==> config.mk <==
export PLATFORM = sky130hd
export DESIGN_NAME = sha256_msg_padder
export DESIGN_NICKNAME = d
export VERILOG_FILES = /design/src/rtl/sha256_msg_padder.sv
export SDC_FILE = /design/constraint.sdc
export NUM_CORES = 2
export LEC_CHECK = 0
export ABC_AREA = 1
export CAP_MARGIN = 15
export CORE_ASPECT_RATIO = 1.5
export CORE_MARGIN = 3
export CORE_UTILIZATION = 35
export CTS_CLUSTER_SIZE = 24
export DETAILED_ROUTE_END_ITERATION = 7
export PLACE_DENSITY = 0.65
export SETUP_SLACK_MARGIN = 0.1
export SYNTH_ARGS = -nofsm -noshare
export SYNTH_HDL_FRONTEND = slang
export SYNTH_SLANG_ARGS = --single-unit
export TNS_END_PERCENT = 20
==> constraint.sdc <==
create_clock -name clk -period 25.8 [get_ports clk]
set_input_delay 5.16 -clock clk [delete_from_list [all_inputs] [get_ports clk]]
set_output_delay 5.16 -clock clk [all_outputs]
set_load 0.1 [all_outputs]
==> src/rtl/sha256_msg_padder.sv <==
// SHA-256 message padder.
// Packs an incoming byte stream big-endian into 512-bit blocks, then appends
// the 0x80 terminator, the zero fill and the 64-bit message bit length.
// Each finished block is offered to the compression core over valid/ready.
module sha256_msg_padder #(
    parameter int CNT_W = 32
) (
    input  logic         clk,
    input  logic         rst,
    input  logic         start,
    input  logic [7:0]   data_in,
    input  logic         data_valid,
    input  logic         data_last,
    output logic         in_ready,
    output logic [511:0] block_out,
    output logic         block_valid,
    output logic         block_last,
    input  logic         block_ready,
    output logic         err_overflow
);

    localparam logic [2:0] S_IDLE   = 3'd0;
    localparam logic [2:0] S_ABSORB = 3'd1;
    localparam logic [2:0] S_PAD    = 3'd2;
    localparam logic [2:0] S_LEN    = 3'd3;
    localparam logic [2:0] S_EMIT   = 3'd4;

    logic [2:0]       state;
    logic [2:0]       ret_state;
    logic [511:0]     buffer;
    logic [6:0]       idx;
    logic [CNT_W-1:0] cnt;
    logic [8:0]       slot_hi;
    logic [63:0]      bit_len;

    // Top bit of the byte slot selected by idx; byte 0 sits in the MSBs.
    assign slot_hi   = 9'd511 - {idx[5:0], 3'b000};
    // Message length in bits, zero-extended to the 64-bit trailer.
    assign bit_len   = 64'(cnt) << 3;
    assign in_ready  = (state == S_ABSORB);
    assign block_out = buffer;

    // Main sequencer: absorb bytes, pad, append length and hand blocks out.
    // The buffer is cleared after every handshake, so the zero fill never
    // has to be written explicitly. ret_state remembers where to resume
    // once the core has taken the current block.
    always_ff @(posedge clk or posedge rst) begin
        if (rst) begin
            state        <= S_IDLE;
            ret_state    <= S_IDLE;
            buffer       <= '0;
            idx          <= '0;
            cnt          <= '0;
            block_valid  <= 1'b0;
            block_last   <= 1'b0;
            err_overflow <= 1'b0;
        end else if (start) begin
            state        <= S_ABSORB;
            ret_state    <= S_IDLE;
            buffer       <= '0;
            idx          <= '0;
            cnt          <= '0;
            block_valid  <= 1'b0;
            block_last   <= 1'b0;
            err_overflow <= 1'b0;
        end else begin
            if (data_valid && (state == S_PAD || state == S_LEN || state == S_EMIT)) begin
                err_overflow <= 1'b1;
            end

            case (state)
                S_ABSORB: begin
                    if (data_valid) begin
                        buffer[slot_hi -: 8] <= data_in;
                        idx                  <= idx + 7'd1;
                        cnt                  <= cnt + {{(CNT_W-1){1'b0}}, 1'b1};
                        if (data_last) begin
                            state <= S_PAD;
                        end else if (idx == 7'd63) begin
                            state       <= S_EMIT;
                            block_valid <= 1'b1;
                            block_last  <= 1'b0;
                            ret_state   <= S_ABSORB;
                        end
                    end else if (data_last) begin
                        state <= S_PAD;
                    end
                end

                S_PAD: begin
                    if (idx == 7'd64) begin
                        state       <= S_EMIT;
                        block_valid <= 1'b1;
                        block_last  <= 1'b0;
                        ret_state   <= S_PAD;
                    end else begin
                        buffer[slot_hi -: 8] <= 8'h80;
                        idx                  <= idx + 7'd1;
                        if (idx <= 7'd55) begin
                            state <= S_LEN;
                        end else begin
                            state       <= S_EMIT;
                            block_valid <= 1'b1;
                            block_last  <= 1'b0;
                            ret_state   <= S_LEN;
                        end
                    end
                end

                S_LEN: begin
                    buffer[63:0] <= bit_len;
                    state        <= S_EMIT;
                    block_valid  <= 1'b1;
                    block_last   <= 1'b1;
                    ret_state    <= S_IDLE;
                end

                S_EMIT: begin
                    if (block_ready) begin
                        block_valid <= 1'b0;
                        block_last  <= 1'b0;
                        buffer      <= '0;
                        idx         <= '0;
                        state       <= ret_state;
                    end
                end

                default: begin
                    state <= S_IDLE;
                end
            endcase
        end
    end

endmodule
**After elaboration in Yosys (flattened, before gate mapping)**

Cells that the tools add are included.

- Output and inout bits: 516
- Word-level logic and storage cells: 95
- Bits in registers: 560
- Input port bits: 14

- Reduce and logical (&&, ||, !) cells: 15
- Muxes and demuxes: 49
- $lt $le $gt $ge: 1
- Shift-type cells: 3
- Eq/ne operators: 14
- $add $sub $neg: 4

Operators by type and width:

| kind | count |
|---|---|
| 512-bit two-way mux | 4 |
| 448-bit one-hot mux with 3 select lines | 1 |
| 512-bit bitwise mux | 2 |
| 8-bit by 11-bit variable shift with 519-bit output (first input constant) | 1 |
| 8-bit by 11-bit variable part select with 519-bit output | 1 |
| 8-bit by 11-bit variable part select with 519-bit output (first input constant) | 1 |
| 64-bit one-hot mux with 4 select lines | 1 |
| 32-bit two-way mux | 3 |
| 3-bit two-way mux | 14 |
| 32-bit by 1-bit adder with 32-bit output (second input constant) | 1 |
| 7-bit two-way mux | 4 |
| 7-bit one-hot mux with 3 select lines | 1 |
| 1-bit two-way mux | 15 |
| 3-bit != test (second input constant) | 4 |
| 3-bit one-hot mux with 4 select lines | 1 |
| 9-bit negator with 11-bit output | 1 |
| 3-bit one-hot mux with 3 select lines | 1 |
| 9-bit subtractor (first input constant) | 1 |
| 4-bit != test (second input constant) | 2 |
| 1-bit one-hot mux with 4 select lines | 2 |
| 4-bit AND reduction | 2 |
| 4-bit nonzero test | 2 |
| 7-bit by 1-bit adder with 7-bit output (second input constant) | 1 |
| 7-bit by 6-bit == test with 1-bit output (second input constant) | 1 |
| 15 further kinds | 19 |

**Logic depth before layout (Yosys ltp)**

- Depth after elaboration: 7
- Gate-level depth with buffers: 14
- Mapped depth without buffers: 12

**Worst setup path after synthesis**

No wires, ideal clock.

- Path type: register to output
- Start: register state[2]
- End: output in_ready
- Data arrival time: 1.874 ns
- Stages on the path, launching flop included: 4
- Buffers on the path: 0
- Slack: 18.766 ns
- Cells stage by stage: dfrtp_1 > inv_2 > nand2_1 > nor2_1

- Word-level cells in the longest chain between the ends: 1

Ends and longest elaborated chain:

| item | RTL line | RTL |
|---|---|---|
| from (decl) | 28 | `logic [2:0] state;` |
| from (signal assigned) | 124 | `state <= ret_state;` |
| 3-bit by 1-bit == test with 1-bit output | 40 | `assign in_ready = (state == S_ABSORB);` |
| to (decl) | 14 | `output logic in_ready,` |

Every way passes these cells.

==> out/qor.txt <==
#FFs+latches synth = 559
WHS Path Cells = 2
PwrDens = 105 nW/um2
Core region area = 97200 um2
DRT antenna net count = 0
Initial Util = 35.3%
DR vias/cell = 5.51
Clock latency on the worst-skew pair = 0.66 ns
Seq/Total Area, Yosys = 40.7%
FF-to-FF path depth = 10
Worst path arrival time = 8.91 ns
Syn_nets = 5377
Area delta synth->final = 23.7%
Hold Slack = 0.486 ns
Die ar. = 102000 um2
Drt pass-1 iters = 8
Max Transition Viols Final = 0
Worst path slowest cell = buf_4
Final wirelength = 162000 um
Final nets = 5740
Share of layout cells above drive strength 1 = 4.46%
Post-Syn Area = 34400 um2
Max VDD drop = 0.0708 mV
CTS tree = built
Relative slew margins = 17.6%
# setup viols final = 0
Average wire per standard cell = 23.0 um
IO buf count = 529
Worst min-delay path endpoint = block_out[184]$_DFFE_PP0P_
Rows = 140
Multi-input logic area = 17800 um2
Max stage delay on crit path = 0.87 ns
Required time worst endpoint = 26.47 ns
Clk slew on worst S/H paths = 0.07 ns
Vias in the first global route = 36000
Die height = 390 um
Placer congestion estimate = 0.968
Top area cells in the synthesized netlist = dfrtp_1, nand2_1, nand3_1
Mean Syn Cell Area = 6.41 um2
Detail Placement HPWL = 114000 um
Count of flip-flops with a built-in enable after synthesis = 0
CTS H-tree depth = 2
Drt drc = 0
Hold WC Path Type = reg2reg
Unrepaired setup endpoints after global routing = false
Fin crit share = 32.0%
Max Cap Viol = 0
Share of the core filled with cells = 43.7%
FFs w/ async S/R, synth = 100%
Lkg Pwr = 20.2 nW
Vias = 38800
# IOs = 530
Yosys warnings = 0
Synth area leader = dfrtp_1
Clk buf depth = 3
Crit path top cell by count = buf_4
Top cell type's share of synthesized area = 40.7%
Setup TNS Final = 0 ns
Crit path time final = 8.24 ns
Fill count = 10100
Min-delay src = block_out[184]$_DFFE_PP0P_
FF-to-FF End = block_out[267]$_DFFE_PP0P_
Clock sink count = 559
R2r startpoint = idx[0]$_DFFE_PP0P_
Final hold vios = 0
Outcome = finished clean
R2R Setup Slk = 21.33 ns
Crit Path Class = in2async
Setup Fix Bufs, Post-CTS = 0
Critical path launch point type = input pin
Chip width = 262 um
CP Cell Sequence = clkdlybuf4s50_1 > inv_8 > buf_4 > buf_4 > buf_4
PostCTS Resize Cnt = 0
Library cells used by synthesis = 30
Global route total overflow = 0
Total GRT Usage = 30.7%
Register area = 14000 um2
CTS Root Cell = clkbuf_16
Pin count of the biggest net entering global routing = 196
Top_reg_cell synth = dfrtp_1
Least-Margin Pin Slew = 1.23 ns
Synth Instances = 5356
Crit path capture type = async pin
Crit-path max FO = 113
Initial antenna violation count = 10
DR iter-0 viols = 4439
Clock Skews = 0.0180 ns
FMAX = 0.121 GHz
TritonCTS buffer count = 61
First-pass GRT wire length = 235000 um
Cts hold-fix bufs = 0
## worst max-delay path by stage
stage | slack (ns) | depth (start not counted) | startpoint | end
2_1_floorplan | 5.01 | 1 | rst | block_last$_DFFE_PP0P_
3_3_place_gp | 16.55 | 5 | rst | block_out[380]$_DFFE_PP0P_
3_5_place_dp | 16.60 | 5 | rst | block_out[303]$_DFFE_PP0P_
4_1_cts | 17.32 | 5 | rst | block_out[436]$_DFFE_PP0P_
5_1_grt | 16.92 | 5 | rst | block_out[432]$_DFFE_PP0P_
6_report | 17.56 | 5 | rst | block_out[433]$_DFFE_PP0P_
## Yosys cell counts (all sizes together), types with 24 or more instances
library cell,count
dfrtp,559
clkbuf,143
nand3,787
buf,142
nor2,449
nand2,2187
a31oi,24
a21oi,135
nand4,48
nor3,26
o21ai,458
inv,372
## report_power, final
part	switching [mW]	internal (mW)	total [mW]
Sequential	0.160	1.01	1.17
Combinational	1.96	0.453	2.41
Clock	0.394	0.483	0.878
Total	2.51	1.95	4.46
## worst max-delay path, delay by kind of cell
kind | cells | cell delay, ns
buf+inv | 5 | 3.54
## cell type report
type | count | share of cell area [%]
diodes | 5 | 0.0294
clock buffers | 90 | 4.28
clock inverters | 16 | 0.224
inverters | 379 | 3.39
multi-input cells | 4133 | 41.9
flip-flops and latches | 559 | 32.9
well taps | 1278 | 3.76
repair buffers | 585 | 13.5
## per-stage QoR
step                power [mW]  cells  instance area [um2]  setup WS [ns]
finish                    4.46   7045                42500          17.56
global placement          3.55   6933                40600          16.55
floorplan                 2.84   5356                34400           5.01
global route              4.63   7040                42500          16.92
CTS                       4.45   7039                42500          17.32
detailed placement        3.57   6933                40600          16.60
## per-layer routing
layer | GRT usage, % | vias up | wire (um)
met5 | 0 | - | 117
met4 | 19.4 | 16 | 11900
met3 | 6.40 | 495 | 15400
met2 | 48.4 | 2154 | 73200
met1 | 38.0 | 18200 | 61300
li1 | - | 17900 | -
## cells by family (layout without fill, tap and decap cells)
kind of cell / after synthesis / in the layout / share of synthesized area [%]
buf+inv: 664 / 1070 / 7.66
flops: 559 / 559 / 40.7
xor+xnor: 2 / 2 / 0.0510
other cells: 0 / 5 / 0
compound gates: 626 / 626 / 9.25
simple gates: 3498 / 3498 / 42.1
fa+ha+maj: 7 / 7 / 0.255
## cells in the final DEF (no fill, tap or decap), types with 5 or more instances in the layout
| cell | Yosys | routed |
|---|---|---|
| o21ai_0 | 344 | 344 |
| inv_1 | 329 | 327 |
| nor3_1 | 26 | 26 |
| clkbuf_8 | 0 | 14 |
| clkinv_2 | 0 | 12 |
| clkbuf_1 | 143 | 13 |
| diode_2 | 0 | 5 |
| a21oi_1 | 135 | 134 |
| buf_4 | 6 | 60 |
| nor2_1 | 410 | 406 |
| o21ai_1 | 114 | 114 |
| inv_2 | 42 | 41 |
| clkbuf_16 | 0 | 63 |
| nand3_2 | 5 | 5 |
| dfrtp_1 | 559 | 558 |
| nor2_2 | 30 | 30 |
| nand4_1 | 48 | 48 |
| ha_1 | 7 | 7 |
| nor2_4 | 9 | 13 |
| nand2_1 | 2183 | 2182 |
| a31oi_1 | 24 | 24 |
| o22ai_1 | 5 | 5 |
| clkinv_1 | 7 | 8 |
| nand3_1 | 782 | 781 |
| clkdlybuf4s50_1 | 0 | 522 |
## state kept, by name (all words and copies together), names as in the netlist
signal and count:
err_overflow 1, block_valid 1, state 3, cnt 32
block_last 1, block_out 512, ret_state 2, idx 7
(Power assumes the default switching activity.)
